--- config.mk ---
export PLATFORM = sky130hd
export DESIGN_NAME = multicore_mem_ctrl_flat
export DESIGN_NICKNAME = d
export VERILOG_FILES = /design/src/rtl/multicore_mem_ctrl_if.sv /design/src/rtl/multicore_mem_ctrl.sv /design/src/flat_wrapper.sv
export SDC_FILE = /design/constraint.sdc
export NUM_CORES = 1
export LEC_CHECK = 0
export ABC_AREA = 1
export ABC_CLOCK_PERIOD_IN_PS = 13000
export CORE_AREA = 2 2 375 377
export DETAILED_ROUTE_END_ITERATION = 12
export DIE_AREA = 0 0 377 379
export SYNTH_ARGS = -nofsm -noshare
export SYNTH_HDL_FRONTEND = slang
export SYNTH_SLANG_ARGS = --single-unit
--- constraint.sdc ---
create_clock -name clock -period 13 [get_ports clock]
set_input_delay 1.3 -clock clock [delete_from_list [all_inputs] [get_ports clock]]
set_output_delay 1.3 -clock clock [all_outputs]
set_load 0.1 [all_outputs]
--- src/rtl/multicore_mem_ctrl_if.sv ---
// rtl/multicore_mem_ctrl_if.sv - host, core and memory-side signal bundle for multicore_mem_ctrl
interface multicore_mem_ctrl_if #(
  parameter int N_CORES = 8,
  parameter int DW      = 16,
  parameter int AW      = 9,
  parameter int SW      = 4
);
  logic [2:0]            cmd;
  logic                  cmd_valid;
  logic [AW-1:0]         ext_addr;
  logic [SW-1:0]         ext_sel;
  logic                  ext_bcast;
  logic                  ext_we;
  logic                  ext_re;
  logic [DW-1:0]         ext_wdata;
  logic [DW-1:0]         ext_rdata;
  logic                  ext_rvalid;
  logic [N_CORES*DW-1:0] core_pc;
  logic [N_CORES*DW-1:0] core_ar;
  logic [N_CORES*DW-1:0] core_dout;
  logic [N_CORES-1:0]    core_dram_we;
  logic [N_CORES-1:0]    core_dram_re;
  logic [N_CORES-1:0]    core_iram_re;
  logic [N_CORES-1:0]    core_halt;
  logic                  core_start;
  logic [N_CORES*AW-1:0] iram_addr;
  logic [N_CORES-1:0]    iram_we;
  logic [N_CORES-1:0]    iram_re;
  logic [DW-1:0]         iram_wdata;
  logic [N_CORES*AW-1:0] dram_addr;
  logic [N_CORES*DW-1:0] dram_wdata;
  logic [N_CORES-1:0]    dram_we;
  logic [N_CORES-1:0]    dram_re;
  logic [N_CORES*DW-1:0] dram_rdata;
  logic [2:0]            state;
  logic [31:0]           cycle_count;
  logic                  run_done;
  logic                  timeout;

  modport master (
    output cmd, cmd_valid, ext_addr, ext_sel, ext_bcast, ext_we, ext_re, ext_wdata,
           core_pc, core_ar, core_dout, core_dram_we, core_dram_re, core_iram_re,
           core_halt, dram_rdata,
    input  ext_rdata, ext_rvalid, core_start, iram_addr, iram_we, iram_re, iram_wdata,
           dram_addr, dram_wdata, dram_we, dram_re, state, cycle_count, run_done, timeout
  );

  modport slave (
    input  cmd, cmd_valid, ext_addr, ext_sel, ext_bcast, ext_we, ext_re, ext_wdata,
           core_pc, core_ar, core_dout, core_dram_we, core_dram_re, core_iram_re,
           core_halt, dram_rdata,
    output ext_rdata, ext_rvalid, core_start, iram_addr, iram_we, iram_re, iram_wdata,
           dram_addr, dram_wdata, dram_we, dram_re, state, cycle_count, run_done, timeout
  );
endinterface

--- src/rtl/multicore_mem_ctrl.sv ---
// rtl/multicore_mem_ctrl.sv - command-driven mode FSM steering host and core traffic to IRAMs and shared DRAM
module multicore_mem_ctrl #(
  parameter int          N_CORES    = 8,
  parameter int          DW         = 16,
  parameter int          AW         = 9,
  parameter int          SW         = 4,
  parameter int          RD_LAT     = 1,
  parameter int unsigned MAX_CYCLES = 65535
) (
  input logic                   clock,
  input logic                   reset,
  multicore_mem_ctrl_if.slave   bus
);
  typedef enum logic [2:0] {
    S_IDLE = 3'd0,
    S_LDI  = 3'd1,
    S_LDD  = 3'd2,
    S_RUN  = 3'd3,
    S_RDBK = 3'd4,
    S_DONE = 3'd5
  } state_t;

  localparam logic [31:0] LAST_CYCLE = 32'(MAX_CYCLES - 32'd1);

  state_t                state_q, state_d;
  logic [31:0]           cycle_count_q, cycle_count_d;
  logic                  timeout_q, timeout_d;
  logic                  run_done_q, run_done_d;
  logic                  core_start_q, core_start_d;
  logic [N_CORES*AW-1:0] iram_addr_q, iram_addr_d;
  logic [N_CORES-1:0]    iram_we_q, iram_we_d;
  logic [N_CORES-1:0]    iram_re_q, iram_re_d;
  logic [DW-1:0]         iram_wdata_q, iram_wdata_d;
  logic [N_CORES*AW-1:0] dram_addr_q, dram_addr_d;
  logic [N_CORES*DW-1:0] dram_wdata_q, dram_wdata_d;
  logic [N_CORES-1:0]    dram_we_q, dram_we_d;
  logic [N_CORES-1:0]    dram_re_q, dram_re_d;
  logic [DW-1:0]         ext_rdata_q, ext_rdata_d;
  logic                  ext_rvalid_q, ext_rvalid_d;
  logic [RD_LAT:0]       rd_vld_q, rd_vld_d;
  logic [RD_LAT:0][SW-1:0] rd_sel_q, rd_sel_d;

  logic stop;
  logic sel_hit;
  logic unused_bits;

  assign stop        = bus.cmd_valid && (bus.cmd == 3'd0);
  assign unused_bits = ^{bus.core_pc, bus.core_ar};

  always_comb begin
    state_d       = state_q;
    cycle_count_d = cycle_count_q;
    timeout_d     = timeout_q;
    iram_addr_d   = iram_addr_q;
    iram_wdata_d  = iram_wdata_q;
    dram_addr_d   = dram_addr_q;
    dram_wdata_d  = dram_wdata_q;
    ext_rdata_d   = ext_rdata_q;
    rd_sel_d      = rd_sel_q;
    iram_we_d     = '0;
    iram_re_d     = '0;
    dram_we_d     = '0;
    dram_re_d     = '0;
    ext_rvalid_d  = 1'b0;
    rd_vld_d      = '0;
    sel_hit       = 1'b0;

    case (state_q)
      S_IDLE: begin
        if (bus.cmd_valid) begin
          case (bus.cmd)
            3'd1: state_d = S_LDI;
            3'd2: state_d = S_LDD;
            3'd3: begin
              state_d       = S_RUN;
              cycle_count_d = '0;
              timeout_d     = 1'b0;
            end
            3'd4: state_d = S_RDBK;
            default: state_d = S_IDLE;
          endcase
        end
      end
      S_LDI: begin
        if (stop) begin
          state_d = S_IDLE;
        end else begin
          iram_wdata_d = bus.ext_wdata;
          for (int i = 0; i < N_CORES; i++) begin
            iram_addr_d[i*AW +: AW] = bus.ext_addr;
            iram_we_d[i] = bus.ext_we & (bus.ext_bcast | (bus.ext_sel == SW'(i)));
          end
        end
      end
      S_LDD: begin
        if (stop) begin
          state_d = S_IDLE;
        end else begin
          dram_addr_d[AW-1:0]  = bus.ext_addr;
          dram_wdata_d[DW-1:0] = bus.ext_wdata;
          dram_we_d[0]         = bus.ext_we;
        end
      end
      S_RUN: begin
        if (stop) begin
          state_d = S_IDLE;
        end else begin
          for (int i = 0; i < N_CORES; i++) begin
            iram_addr_d[i*AW +: AW]  = bus.core_pc[i*DW +: AW];
            dram_addr_d[i*AW +: AW]  = bus.core_ar[i*DW +: AW];
            dram_wdata_d[i*DW +: DW] = bus.core_dout[i*DW +: DW];
          end
          iram_re_d     = bus.core_iram_re;
          dram_we_d     = bus.core_dram_we;
          dram_re_d     = bus.core_dram_re;
          cycle_count_d = cycle_count_q + 32'd1;
          // Halt outranks the timeout when both land on the final cycle.
          if (&bus.core_halt) begin
            state_d = S_DONE;
          end else if (cycle_count_q == LAST_CYCLE) begin
            state_d   = S_DONE;
            timeout_d = 1'b1;
          end
        end
      end
      S_RDBK: begin
        if (stop) begin
          state_d = S_IDLE;
        end else begin
          for (int i = 0; i < N_CORES; i++) begin
            if (bus.ext_sel == SW'(i)) begin
              sel_hit                 = 1'b1;
              dram_addr_d[i*AW +: AW] = bus.ext_addr;
              dram_re_d[i]            = bus.ext_re;
            end
          end
          rd_vld_d[0] = bus.ext_re & sel_hit;
          rd_sel_d[0] = bus.ext_sel;
          for (int j = 1; j <= RD_LAT; j++) begin
            rd_vld_d[j] = rd_vld_q[j-1];
            rd_sel_d[j] = rd_sel_q[j-1];
          end
          // The last stage lines up with the DRAM returning data for its port.
          if (rd_vld_q[RD_LAT]) begin
            ext_rvalid_d = 1'b1;
            for (int i = 0; i < N_CORES; i++) begin
              if (rd_sel_q[RD_LAT] == SW'(i)) ext_rdata_d = bus.dram_rdata[i*DW +: DW];
            end
          end
        end
      end
      S_DONE:  state_d = S_IDLE;
      default: state_d = S_IDLE;
    endcase

    core_start_d = (state_d == S_RUN);
    run_done_d   = (state_d == S_DONE);
  end

  always_ff @(posedge clock or posedge reset) begin
    if (reset) begin
      state_q       <= S_IDLE;
      cycle_count_q <= '0;
      timeout_q     <= 1'b0;
      run_done_q    <= 1'b0;
      core_start_q  <= 1'b0;
      iram_addr_q   <= '0;
      iram_we_q     <= '0;
      iram_re_q     <= '0;
      iram_wdata_q  <= '0;
      dram_addr_q   <= '0;
      dram_wdata_q  <= '0;
      dram_we_q     <= '0;
      dram_re_q     <= '0;
      ext_rdata_q   <= '0;
      ext_rvalid_q  <= 1'b0;
      rd_vld_q      <= '0;
      rd_sel_q      <= '0;
    end else begin
      state_q       <= state_d;
      cycle_count_q <= cycle_count_d;
      timeout_q     <= timeout_d;
      run_done_q    <= run_done_d;
      core_start_q  <= core_start_d;
      iram_addr_q   <= iram_addr_d;
      iram_we_q     <= iram_we_d;
      iram_re_q     <= iram_re_d;
      iram_wdata_q  <= iram_wdata_d;
      dram_addr_q   <= dram_addr_d;
      dram_wdata_q  <= dram_wdata_d;
      dram_we_q     <= dram_we_d;
      dram_re_q     <= dram_re_d;
      ext_rdata_q   <= ext_rdata_d;
      ext_rvalid_q  <= ext_rvalid_d;
      rd_vld_q      <= rd_vld_d;
      rd_sel_q      <= rd_sel_d;
    end
  end

  assign bus.state       = state_q;
  assign bus.cycle_count = cycle_count_q;
  assign bus.timeout     = timeout_q;
  assign bus.run_done    = run_done_q;
  assign bus.core_start  = core_start_q;
  assign bus.iram_addr   = iram_addr_q;
  assign bus.iram_we     = iram_we_q;
  assign bus.iram_re     = iram_re_q;
  assign bus.iram_wdata  = iram_wdata_q;
  assign bus.dram_addr   = dram_addr_q;
  assign bus.dram_wdata  = dram_wdata_q;
  assign bus.dram_we     = dram_we_q;
  assign bus.dram_re     = dram_re_q;
  assign bus.ext_rdata   = ext_rdata_q;
  assign bus.ext_rvalid  = ext_rvalid_q;
endmodule

--- src/flat_wrapper.sv ---
// flat-port wrapper written by rule: the top's interface ports become plain ports
module multicore_mem_ctrl_flat 
#(
  parameter int          N_CORES    = 8,
  parameter int          DW         = 16,
  parameter int          AW         = 9,
  parameter int          SW         = 4,
  parameter int          RD_LAT     = 1,
  parameter int unsigned MAX_CYCLES = 65535
)
  (clock, reset, bus_cmd, bus_cmd_valid, bus_ext_addr, bus_ext_sel, bus_ext_bcast, bus_ext_we, bus_ext_re, bus_ext_wdata, bus_core_pc, bus_core_ar, bus_core_dout, bus_core_dram_we, bus_core_dram_re, bus_core_iram_re, bus_core_halt, bus_dram_rdata, bus_ext_rdata, bus_ext_rvalid, bus_core_start, bus_iram_addr, bus_iram_we, bus_iram_re, bus_iram_wdata, bus_dram_addr, bus_dram_wdata, bus_dram_we, bus_dram_re, bus_state, bus_cycle_count, bus_run_done, bus_timeout);
  multicore_mem_ctrl_if #(.N_CORES(N_CORES), .DW(DW), .AW(AW), .SW(SW)) bus_i ();
  input logic clock;
  input logic reset;
  input wire logic [$bits(bus_i.cmd)-1:0] bus_cmd;
  input wire logic [$bits(bus_i.cmd_valid)-1:0] bus_cmd_valid;
  input wire logic [$bits(bus_i.ext_addr)-1:0] bus_ext_addr;
  input wire logic [$bits(bus_i.ext_sel)-1:0] bus_ext_sel;
  input wire logic [$bits(bus_i.ext_bcast)-1:0] bus_ext_bcast;
  input wire logic [$bits(bus_i.ext_we)-1:0] bus_ext_we;
  input wire logic [$bits(bus_i.ext_re)-1:0] bus_ext_re;
  input wire logic [$bits(bus_i.ext_wdata)-1:0] bus_ext_wdata;
  input wire logic [$bits(bus_i.core_pc)-1:0] bus_core_pc;
  input wire logic [$bits(bus_i.core_ar)-1:0] bus_core_ar;
  input wire logic [$bits(bus_i.core_dout)-1:0] bus_core_dout;
  input wire logic [$bits(bus_i.core_dram_we)-1:0] bus_core_dram_we;
  input wire logic [$bits(bus_i.core_dram_re)-1:0] bus_core_dram_re;
  input wire logic [$bits(bus_i.core_iram_re)-1:0] bus_core_iram_re;
  input wire logic [$bits(bus_i.core_halt)-1:0] bus_core_halt;
  input wire logic [$bits(bus_i.dram_rdata)-1:0] bus_dram_rdata;
  output wire logic [$bits(bus_i.ext_rdata)-1:0] bus_ext_rdata;
  output wire logic [$bits(bus_i.ext_rvalid)-1:0] bus_ext_rvalid;
  output wire logic [$bits(bus_i.core_start)-1:0] bus_core_start;
  output wire logic [$bits(bus_i.iram_addr)-1:0] bus_iram_addr;
  output wire logic [$bits(bus_i.iram_we)-1:0] bus_iram_we;
  output wire logic [$bits(bus_i.iram_re)-1:0] bus_iram_re;
  output wire logic [$bits(bus_i.iram_wdata)-1:0] bus_iram_wdata;
  output wire logic [$bits(bus_i.dram_addr)-1:0] bus_dram_addr;
  output wire logic [$bits(bus_i.dram_wdata)-1:0] bus_dram_wdata;
  output wire logic [$bits(bus_i.dram_we)-1:0] bus_dram_we;
  output wire logic [$bits(bus_i.dram_re)-1:0] bus_dram_re;
  output wire logic [$bits(bus_i.state)-1:0] bus_state;
  output wire logic [$bits(bus_i.cycle_count)-1:0] bus_cycle_count;
  output wire logic [$bits(bus_i.run_done)-1:0] bus_run_done;
  output wire logic [$bits(bus_i.timeout)-1:0] bus_timeout;
  assign bus_i.cmd = bus_cmd;
  assign bus_i.cmd_valid = bus_cmd_valid;
  assign bus_i.ext_addr = bus_ext_addr;
  assign bus_i.ext_sel = bus_ext_sel;
  assign bus_i.ext_bcast = bus_ext_bcast;
  assign bus_i.ext_we = bus_ext_we;
  assign bus_i.ext_re = bus_ext_re;
  assign bus_i.ext_wdata = bus_ext_wdata;
  assign bus_i.core_pc = bus_core_pc;
  assign bus_i.core_ar = bus_core_ar;
  assign bus_i.core_dout = bus_core_dout;
  assign bus_i.core_dram_we = bus_core_dram_we;
  assign bus_i.core_dram_re = bus_core_dram_re;
  assign bus_i.core_iram_re = bus_core_iram_re;
  assign bus_i.core_halt = bus_core_halt;
  assign bus_i.dram_rdata = bus_dram_rdata;
  assign bus_ext_rdata = bus_i.ext_rdata;
  assign bus_ext_rvalid = bus_i.ext_rvalid;
  assign bus_core_start = bus_i.core_start;
  assign bus_iram_addr = bus_i.iram_addr;
  assign bus_iram_we = bus_i.iram_we;
  assign bus_iram_re = bus_i.iram_re;
  assign bus_iram_wdata = bus_i.iram_wdata;
  assign bus_dram_addr = bus_i.dram_addr;
  assign bus_dram_wdata = bus_i.dram_wdata;
  assign bus_dram_we = bus_i.dram_we;
  assign bus_dram_re = bus_i.dram_re;
  assign bus_state = bus_i.state;
  assign bus_cycle_count = bus_i.cycle_count;
  assign bus_run_done = bus_i.run_done;
  assign bus_timeout = bus_i.timeout;
  multicore_mem_ctrl #(.N_CORES(N_CORES), .DW(DW), .AW(AW), .SW(SW), .RD_LAT(RD_LAT), .MAX_CYCLES(MAX_CYCLES)) u_core (.clock(clock), .reset(reset), .bus(bus_i));
endmodule
# Yosys cells after proc, flatten, opt, wreduce, memory -nomap -nowiden
# Cells that the tools add are included.
# op_classes
shifts	0
n_div	0
reduce_logical	29
n_eq_ne	41
n_addsub	1
n_mux	78
bitwise	18
n_mul	0
magnitude_cmp	0
# op_table
operator	n
$mux W72	4
$mux W16	10
$pmux W72 S2	1
$pmux W63 S2	1
$mux W32	3
$mux W9	9
$pmux W32 S2	1
$mux W8	7
$reduce_and A4 Y1	9
$add A32 B1 Y32 const B	1
$eq A32 B16 Y1 const B	1
$eq A4 B3 Y1 const B	8
$pmux W16 S2	1
$mux W1	27
$pmux W9 S3	1
$ne A2 B1 Y1 const B	9
$eq A4 B2 Y1 const B	4
$pmux W8 S2	1
$eq A3 B2 Y1 const B	5
$mux W3	5
$ne A2 B2 Y1 const B	7
$pmux W3 S4	1
$and A1 B1 Y1	9
$eq A3 B3 Y1 const B	3
other kinds (20)	39
# totals
latch_bits	0
wordCells	193
mem_bits_ro	0
ram_bits	0
ff_bits	385
memories	0
out_inout_bits	375

# Depth between registers and ports, before layout
# Gate-level depths: netlist of run 1.
# depth
ltp_word	14
depth_mapped	13

# Worst setup path before layout of run 1
# Ideal clock, no wire load.
# synth_path
path_type	in2reg
startpoint	input bus_cmd[0]
endpoint	register u_core.dram_wdata_q[26], in the netlist u_core.bus.dram_wdata[26]
path_stages	7
slack_ns	10.517
t_arrival_ns	2.415
n_path_buf	2
cell_sequence	inv_1 > nand4_4 > nand2_4 > clkbuf_1 > clkbuf_1 > nand2_1 > nand2_1
# synth_via
elab_chain_cells	4
# synth_lines
item	line	text
start, declared	flat_wrapper.sv:15	input wire logic [$bits(bus_i.cmd)-1:0] bus_cmd;
$logic_not A3 Y1	multicore_mem_ctrl.sv:47	assign stop = bus.cmd_valid && (bus.cmd == 3'd0);
$logic_and A1 B1 Y1	multicore_mem_ctrl.sv:47	
$not A1 Y1 (no source line)	-	
$reduce_and A2 Y1 (no source line)	-	
end signal, assigned	multicore_mem_ctrl.sv:190	dram_wdata_q <= dram_wdata_d;
end, declared	multicore_mem_ctrl.sv:35	logic [N_CORES*DW-1:0] dram_wdata_q, dram_wdata_d;
# Every way passes these cells.
# A chain may end at the register's enable or synchronous reset.

# Final worst setup path of run 1
# layout_path
startpoint	input bus_cmd[2]
endpoint	register u_core.iram_addr_q[20], in the netlist u_core.bus.iram_addr[20]
# layout_via
elab_chain_cells	4
word_cells_on_any_way	5
classes_between	eq/ne (2); reduce/logical (3)
# layout_lines
item	line	text
$logic_not A3 Y1 (*)	multicore_mem_ctrl.sv:47	
$logic_and A1 B1 Y1 (*)	multicore_mem_ctrl.sv:47	
$ne A2 B2 Y1 (no source line)	-	
$reduce_and A3 Y1 (no source line) (*)	-	
end signal, assigned	multicore_mem_ctrl.sv:185	iram_addr_q <= iram_addr_d;
end, declared	multicore_mem_ctrl.sv:30	logic [N_CORES*AW-1:0] iram_addr_q, iram_addr_d;
# Every way passes the cells marked *; elsewhere a longest branch is shown, timed or not.

==> results of run 1 <==
==> cell type report <==
cell class                 count  area [µm²]
fill                       15400      109000
multi-input combinational   1597        7000
sequential                   385        9630
timing repair buffer         858        8450
antenna                        8        20.0
inverter                     104         405
clock inverter                27         294
clock buffer                  69        1460
tap                         1807        2260
==> routing by layer <==
metal	wire length, µm	part of all wire, %	GRT usage, %
met2	48900	45	23.1
met1	45900	42	18.0
met5	174	0.16	0
met3	10300	9.5	5.18
met4	3200	2.9	4.56
==> tightest hold or removal path, stage by stage (launching register included) <==
cell and delay [ps]:
dfrtp_1 350, inv_1 50, nor2_1 30
==> path summary, 6_finish.rpt <==
kind,startpoint,to,slack (ps)
max,bus_cmd[2],u_core.bus.iram_addr[20],8680
min,u_core.rd_vld_q[0],u_core.rd_vld_q[1],470
max reg2reg,u_core.bus.state[2],u_core.bus.iram_addr[20],9010
min reg2reg,u_core.rd_vld_q[0],u_core.rd_vld_q[1],470
max in group asynchronous,reset,u_core.bus.dram_re[3],9670
min in group asynchronous,reset,u_core.bus.dram_wdata[37],1160
==> Yosys cell counts (7+ instances only) <==
| library cell | instances |
|---|---|
| a21oi_1 | 10 |
| a31oi_1 | 160 |
| buf_2 | 48 |
| buf_4 | 9 |
| clkbuf_1 | 43 |
| dfrtp_1 | 385 |
| inv_1 | 96 |
| inv_2 | 8 |
| nand2_1 | 855 |
| nand2_2 | 12 |
| nand3_1 | 103 |
| nand4_1 | 28 |
| nor2_1 | 291 |
| nor3_1 | 22 |
| o21ai_0 | 50 |
| o31ai_1 | 7 |
| or2_2 | 18 |
| xor2_1 | 9 |
==> power breakdown <==
| group | internal (mW) | switching [mW] |
|---|---|---|
| sequential | 1.66 | 0.280 |
| combinational | 1.18 | 4.48 |
| clock | 0.873 | 0.631 |
| total | 3.71 | 5.39 |
==> flip-flops by register name, indices dropped and copies added, names as in the netlist <==
name,count
u_core.bus.dram_we,8
u_core.bus.iram_addr,72
u_core.bus.state,3
u_core.rd_vld_q,2
u_core.bus.dram_wdata,128
u_core.bus.ext_rdata,16
u_core.bus.iram_wdata,16
u_core.rd_sel_q,8
u_core.bus.cycle_count,32
u_core.bus.dram_addr,72
u_core.bus.iram_re,8
u_core.bus.core_start,1
u_core.bus.timeout,1
u_core.bus.iram_we,8
u_core.bus.dram_re,8
u_core.bus.ext_rvalid,1
u_core.bus.run_done,1
==> logic make-up (layout without fill, tap and decap cells) <==
family	count (synthesis)	in the layout	share of synthesized area [%]
AND/OR/NAND/NOR	1348	1348	31.1
other	0	8	0
flip-flops	385	385	55.0
XOR/XNOR	11	11	0.550
AO/OA/AOI/OAI	236	236	8.05
adder cells (fa/ha/maj)	2	2	0.143
buffers and inverters	212	1058	5.20
==> metrics by stage <==
step	utilization (%)	hold slack, ps	setup WS, ps	instances
global route	21.3	492	8300	4850
floorplan	-	448	1000	2194
finish	21.3	467	8680	4855
detailed placement	20.0	458	7910	4751
global placement	20.0	463	7940	4751
CTS	21.2	467	8600	4847
==> run summary, run 1 <==
Least-Margin Pin Slew - 1370 ps
post-route design area - 0.0295 mm²
final hold vios - 0
commonest non-fill, non-tap cell in the layout - nand2_1
setup_tns - 0 ps
number of synthesized flops with an enable pin - 0
WL/cell - 22.3 µm
IO Count - 957
first-pass GRT wire length - 146 mm
synth-to-layout area growth - 68.4%
placed inst area - 0.0278 mm²
core area - 0.139 mm²
Crit path top cell by count - inv_4
largest net degree at the start of global routing - 124
cell family with most CP delay - buffers and inverters
worst-skew pair later-pin latency - 630 ps
DRT Wirelength - 108 mm
clk sinks - 385
Final Slew Violations - 0
DR vias/cell - 3.83
FF+latch count, synth - 385
commonest cells after routing, fill and taps aside - 854 x nand2_1, 792 x clkdlybuf4s50_1, 385 x dfrtp_1, 291 x nor2_1, 160 x a31oi_1
syn_area_per_cell - 7.99 µm²
Post-CTS Resized - 0
status - finished clean
WP data arrival - 4770 ps
cell breakdown of the critical path - clkdlybuf4s50_1, inv_1, nand4_4, nand2_8, inv_4, nor2_2, inv_4, buf_4, a31oi_1
CP Max Fanout - 96
Num CTS Buffers - 52
CTS H-Tree Depth - 2
port bufs - 844
CP Capture Type - register
TritonCTS clock tree - built
Critical Path RT - 13450 ps
Critical Setup Path Class - in2reg
floorplan die height - 379 µm
CP Launch Type - primary input
Main synth FF type - dfrtp_1
Yosys top cell by area - dfrtp_1
Pwr Density - 308 mW/mm²
GPL Wtd Cong - 0.882
Die W - 377 µm
maxcap violations - 0
fin nets - 3582
Seq/Total Area, Yosys - 55.0%
Ys Warns - 0
Total Routing Usage GR - 14.4%
FP Rows - 137
RSZ-0062 raised after global routing - false
antenna viol nets, final - 0
Max transition margin - 8.67%
1st-pass router iterations - 5
asr flop ratio synth - 100%
CTS clk-pin slew, worst paths - 60 ps
antenna violations before repair - 29
Post CTS Setup Buffer Count - 0
hold-critical path depth - 2
clock skew - 17.7 ps
Final setup viols - 0
r2r worst-path depth - 9
Post-Syn Instances - 2194
CP bufs+invs - 5
final period utilization - 33.2%
share of the synthesized area in the top cell type - 55.0%
Netlist cell types - 32
largest cells by area after synthesis - dfrtp_1 55%, nand2_1 18%, nor2_1 6.2%
CTS Buffer Depth - 3
Vias - 18.6k
cell depth of the worst setup path - 9
vias in the first global route - 18.5k
cell leakage power - 12.8 nW
share of layout cells above drive strength 1 - 6.71%
die area - 0.143 mm²
GR Overflow Total - 0
slowest stage delay, CP - 840 ps
worst hold path type - reg2reg
Starting Density - 12.6%
CTS Hold Bufs - 0
Root Buffer - clkbuf_16
initial DRC count - 1223
highest clock rate - 0.232 GHz
synthesized cell area - 0.0175 mm²
worst vdd ir - 280 µV
total power - 9.11 mW
crit path time final - 4320 ps
Post-Syn Nets - 2778
CP max-delay cell - buf_4
hpwl dp - 86.1 mm
DR DRC count - 0
Power figures use the tool's default switching activity.
==> inputs of run 2 (changes only) <==
ABC_CLOCK_PERIOD_IN_PS = 4300   (was 13000)
clock period = 4.3 ns   (was 13 ns; I/O delays follow)
==> run 2 against run 1 <==
Core utilization increased by 0.090 points; cell area increased by 0.42%; register-to-register slack got worse by 7600 ps; die area unchanged; critical path depth unchanged; hold slack got worse by 150 ps; sequential share of layout area decreased by 0.14 points; flip-flop and latch count unchanged; total power increased to 3.0 times the previous value; wire length increased by 0.71%; via count increased by 0.16%.
==> run summary, run 2 (same netlist as run 1, synthesis figures left out) <==
status - finished clean
r2r worst-path depth - 9
Final setup viols - 0
grt met3 use - 5.85%
max FFs per register - 128
largest net degree at the start of global routing - 123
CTS clk-pin slew, worst paths - 60 ps
Post CTS Setup Buffer Count - 0
Die W - 377 µm
worst-skew pair later-pin latency - 620 ps
Critical Setup Path Class - reg2reg
antenna violations before repair - 37
1st-pass router iterations - 5
Least-Margin Pin Slew - 1250 ps
Final Slew Violations - 0
IO Count - 957
DR DRC count - 0
Most Used Layer, Global Route - met2
synth-to-layout area growth - 69.1%
Vias - 18.6k
Max transition margin - 16.3%
Num CTS Buffers - 52
final period utilization - 66.2%
RSZ-0062 raised after global routing - false
CP Launch Type - register
first-pass GRT wire length - 146 mm
FP Rows - 137
CTS Hold Bufs - 0
commonest non-fill, non-tap cell in the layout - nand2_1
port bufs - 844
CTS Buffer Depth - 3
final design utilization - 21.4%
CP Capture Type - register
clk sinks - 385
DR vias/cell - 3.83
maxcap violations - 0
initial DRC count - 1240
worst hold path type - in2async
share of layout cells above drive strength 1 - 7.05%
crit path time final - 2850 ps
CTS H-Tree Depth - 2
antenna viol nets, final - 0
fin nets - 3591
highest clock rate - 0.351 GHz
global routing usage on met2 - 22.9%
clock skew - 28.7 ps
core area - 0.139 mm²
Post-CTS Resized - 0
cell leakage power - 12.9 nW
Total Routing Usage GR - 14.6%
commonest cells after routing, fill and taps aside - 854 x nand2_1, 791 x clkdlybuf4s50_1, 385 x dfrtp_1, 291 x nor2_1, 160 x a31oi_1
cell depth of the worst setup path - 9
die area - 0.143 mm²
Finished Layout Cells - 4861
final hold vios - 0
Critical Path RT - 4840 ps
reg2reg setup slack - 1450 ps
hpwl dp - 88.3 mm
Inst Count DP - 4760
cell family with most CP delay - simple AND/OR/NAND/NOR gates
floorplan die height - 379 µm
M1 GR Usage - 18.0%
CP Max Fanout - 18
CP max-delay cell - nand2_1
Pwr Density - 933 mW/mm²
WL/cell - 22.5 µm
Starting Density - 12.6%
Root Buffer - clkbuf_16
GR Overflow Total - 0
GPL Wtd Cong - 0.897
WP data arrival - 3390 ps
DRT Wirelength - 109 mm
slowest stage delay, CP - 590 ps
cell breakdown of the critical path - nor2_2, inv_2, nor2_4, nand2_2, inv_2, nand2_1, nand2_1, nor2_1, a31oi_1
worst vdd ir - 643 µV
CP bufs+invs - 2
vias in the first global route - 18.3k
TritonCTS clock tree - built
run 2: changes by cell type in the layout (fill, tap and decap cells not counted), sizes merged:
cell / delta
buf: +10
clkinv: -5
clkbuf: +4
diode: -3
bufinv: -1
clkdlybuf4s50: -1
clkinvlp: +1
inv: +1
run 2: path summary, 6_finish.rpt:
| check | startpoint | endpoint |
|---|---|---|
| worst max-delay path | u_core.bus.state[1] | u_core.bus.dram_addr[3] |
| worst min-delay path | reset | u_core.bus.dram_we[6] |
| worst max register to register | u_core.bus.state[1] | u_core.bus.dram_addr[3] |
| worst min register to register | u_core.rd_vld_q[0] | u_core.rd_vld_q[1] |
| max in group asynchronous | reset | u_core.bus.dram_wdata[33] |
| min in group clock | bus_core_iram_re[7] | u_core.bus.iram_re[7] |
run 2: layout make-up:
cell class | count | area, µm²
Sequential cell | 385 | 9630
Timing Repair Buffer | 867 | 8560
Fill cell | 15400 | 109000
Inverter | 104 | 402
Multi-Input combinational cell | 1597 | 7000
Antenna cell | 5 | 12.5
Clock buffer | 73 | 1520
Tap cell | 1807 | 2260
Clock inverter | 23 | 250
run 2: worst register-to-register path, cell delays in order, from the launching register on:
cell and delay (ps):
dfrtp_1 440, nor2_2 160, inv_2 70, nor2_4 340, nand2_2 270, inv_2 340
nand2_1 300, nand2_1 590, nor2_1 90, a31oi_1 160
run 2: power by group:
group          total, mW  internal [mW]  leakage [nW]  switching [mW]
Combinational       17.2           3.60          7.20            13.6
Clock               4.54           2.67         0.867            1.88
Sequential          5.89           5.01          4.79           0.882
Total               27.7           11.3          12.9            16.4
run 2: through the flow:
stage	setup TNS [ps]	hold WS (ps)	total power [mW]	setup WS (ps)	cell area [µm²]
global placement	0	462	23.2	1050	27900
global route	0	287	28.8	1030	29600
CTS	0	248	27.9	1320	29600
detailed placement	0	460	23.2	1010	27900
finish	0	319	27.7	1450	29600
floorplan	-502790	448	18.1	-1310	17500
run 2: routing by layer:
metal	wire length, µm	vias to the layer above
met1	45800	8886
li1	-	8706
met2	48700	806
met3	11100	184
met5	265	-
met4	3350	42
==> inputs of run 3 (changes only) <==
ABC_CLOCK_PERIOD_IN_PS = 2500   (was 4300)
CORE_AREA = 2 2 368 370   (was 2 2 375 377)
DIE_AREA = 0 0 370 372   (was 0 0 377 379)
clock period = 2.5 ns   (was 4.3 ns; I/O delays follow)
==> run 3 against run 2 <==
Maximum frequency is 32% higher; core utilization up 0.41 points; non-clock buffer count grew 48; first-iteration DRC count up 2.6%; final cell count increased by 0.29%; hold slack worse by 270 ps; sequential share of layout area up 0.47 points; critical path type unchanged.
==> run summary, run 3 (same netlist as run 1, synthesis figures left out) <==
commonest cells after routing, fill and taps aside - 854 x nand2_1, 469 x clkdlybuf4s50_1, 430 x buf_4, 385 x dfrtp_1, 291 x nor2_1
Critical Setup Path Class - reg2reg
die area - 0.138 mm²
1st-pass router iterations - 5
power share of the clock group - 16.3%
CTS H-Tree Depth - 2
RR Startpoint - u_core.rd_sel_q[7]
CTS clk-pin slew, worst paths - 60 ps
Starting Density - 13.1%
FP Rows - 135
Vias - 18.5k
placed inst area - 0.0275 mm²
reg2reg setup slack - 340 ps
Finished Layout Cells - 4875
cell leakage power - 13.5 nW
CTS Hold Bufs - 0
Final setup viols - 0
TritonCTS clock tree - built
Root Buffer - clkbuf_16
Combinational Power Share - 61.9%
Post-CTS Resized - 0
Final Slew Violations - 0
antenna viol nets, final - 0
worst hold path type - in2async
hpwl dp - 79.6 mm
DRT Wirelength - 99.0 mm
Num CTS Buffers - 49
share of layout cells above drive strength 1 - 18.7%
crit path time final - 2160 ps
max FFs per register - 128
worst vdd ir - 1110 µV
NetSw - 27.6 mW
highest clock rate - 0.463 GHz
commonest non-fill, non-tap cell in the layout - nand2_1
post-route design area - 0.0292 mm²
WL/cell - 20.3 µm
DR DRC count - 0
CTS Buffer Depth - 3
Max transition margin - 37.9%
Pint - 18.9 mW
Critical Path RT - 3000 ps
Die W - 370 µm
vias in the first global route - 18.2k
first-pass GRT wire length - 134 mm
GPL Wtd Cong - 0.889
maxcap violations - 0
CP Max Fanout - 27
status - finished clean
GR Overflow Total - 0
Filler cells - 14.8k
port bufs - 844
core area - 0.134 mm²
Total Routing Usage GR - 13.6%
floorplan die height - 372 µm
Flop pwr share - 21.8%
Inst Count DP - 4782
DR vias/cell - 3.80
Least-Margin Pin Slew - 930 ps
clk sinks - 385
WP data arrival - 2670 ps
RSZ-0062 raised after global routing - false
IO Count - 957
synth-to-layout area growth - 66.7%
switching share of total power - 59.4%
clock skew - 39.2 ps
final design utilization - 21.8%
final hold vios - 0
final worst setup slack - 340 ps
largest net degree at the start of global routing - 145
Reg2Reg Capture Point - u_core.bus.ext_rdata[5]
Post CTS Setup Buffer Count - 0
antenna violations before repair - 27
dpl ws - -17.5 ps
r2r worst-path depth - 9
CP Launch Type - register
fin nets - 3636
initial DRC count - 1272
CP Capture Type - register
Pwr Density - 1590 mW/mm²
final period utilization - 86.4%
worst-skew pair later-pin latency - 630 ps
run 3: through the flow:
stage	total power, mW	setup TNS, ps	hold slack [ps]
floorplan	31.1	-1126490	323
global placement	39.0	-74.7	454
detailed placement	39.2	-87.6	460
CTS	47.0	0	11.8
global route	48.4	0	43.7
finish	46.5	0	53.0
run 3: area by class of cell:
class                      count  area [µm²]  area share (%)
antenna                        5        12.5          0.0428
clock buffer                  66        1400            4.79
clock inverter                22         308            1.05
inverter                     104         402            1.37
multi-input combinational   1597        7000            23.9
sequential                   385        9630            33.0
tap                         1781        2230            7.62
timing repair buffer         915        8240            28.2
run 3: metal layers:
layer | vias to the layer above | share of wire, % | global-route usage (%)
li1 | 8789 | - | -
met1 | 8765 | 41 | 16.5
met2 | 762 | 47 | 22.3
met3 | 156 | 9.1 | 4.56
met4 | 32 | 3.0 | 4.50
met5 | - | 0.19 | 0
run 3: how the worst max path moves through the flow:
stage | from | endpoint | slack (ps) | cells past startpoint
4_1_cts | u_core.rd_sel_q[5] | u_core.bus.ext_rdata[5] | 270 | 10
3_5_place_dp | bus_cmd[1] | u_core.bus.dram_wdata[8] | -20 | 6
6_report | u_core.rd_sel_q[7] | u_core.bus.ext_rdata[5] | 340 | 9
2_1_floorplan | reset | u_core.bus.core_start | -2930 | 1
5_1_grt | u_core.rd_sel_q[5] | u_core.bus.ext_rdata[5] | 140 | 10
3_3_place_gp | bus_cmd[0] | u_core.bus.dram_wdata[11] | -8 | 7
run 3: worst max-delay path, stage by stage, from the launching register on:
cell and delay (ps):
dfrtp_1 460, nor2_2 240, nand2_2 360, or2_2 400, nand3_1 110, nand3_1 70
nand2_1 120, nand3_1 80, nand2_1 120, nand2_1 70
run 3: power by group through the flow:
stage	Sequential, mW	Clock, mW	Combinational (mW)
detailed placement	10.2	0	29.0
floorplan	26.5	0	4.63
global route	10.4	8.03	30.0
finish	10.1	7.58	28.8
CTS	10.1	7.81	29.0
global placement	10.1	0	28.9
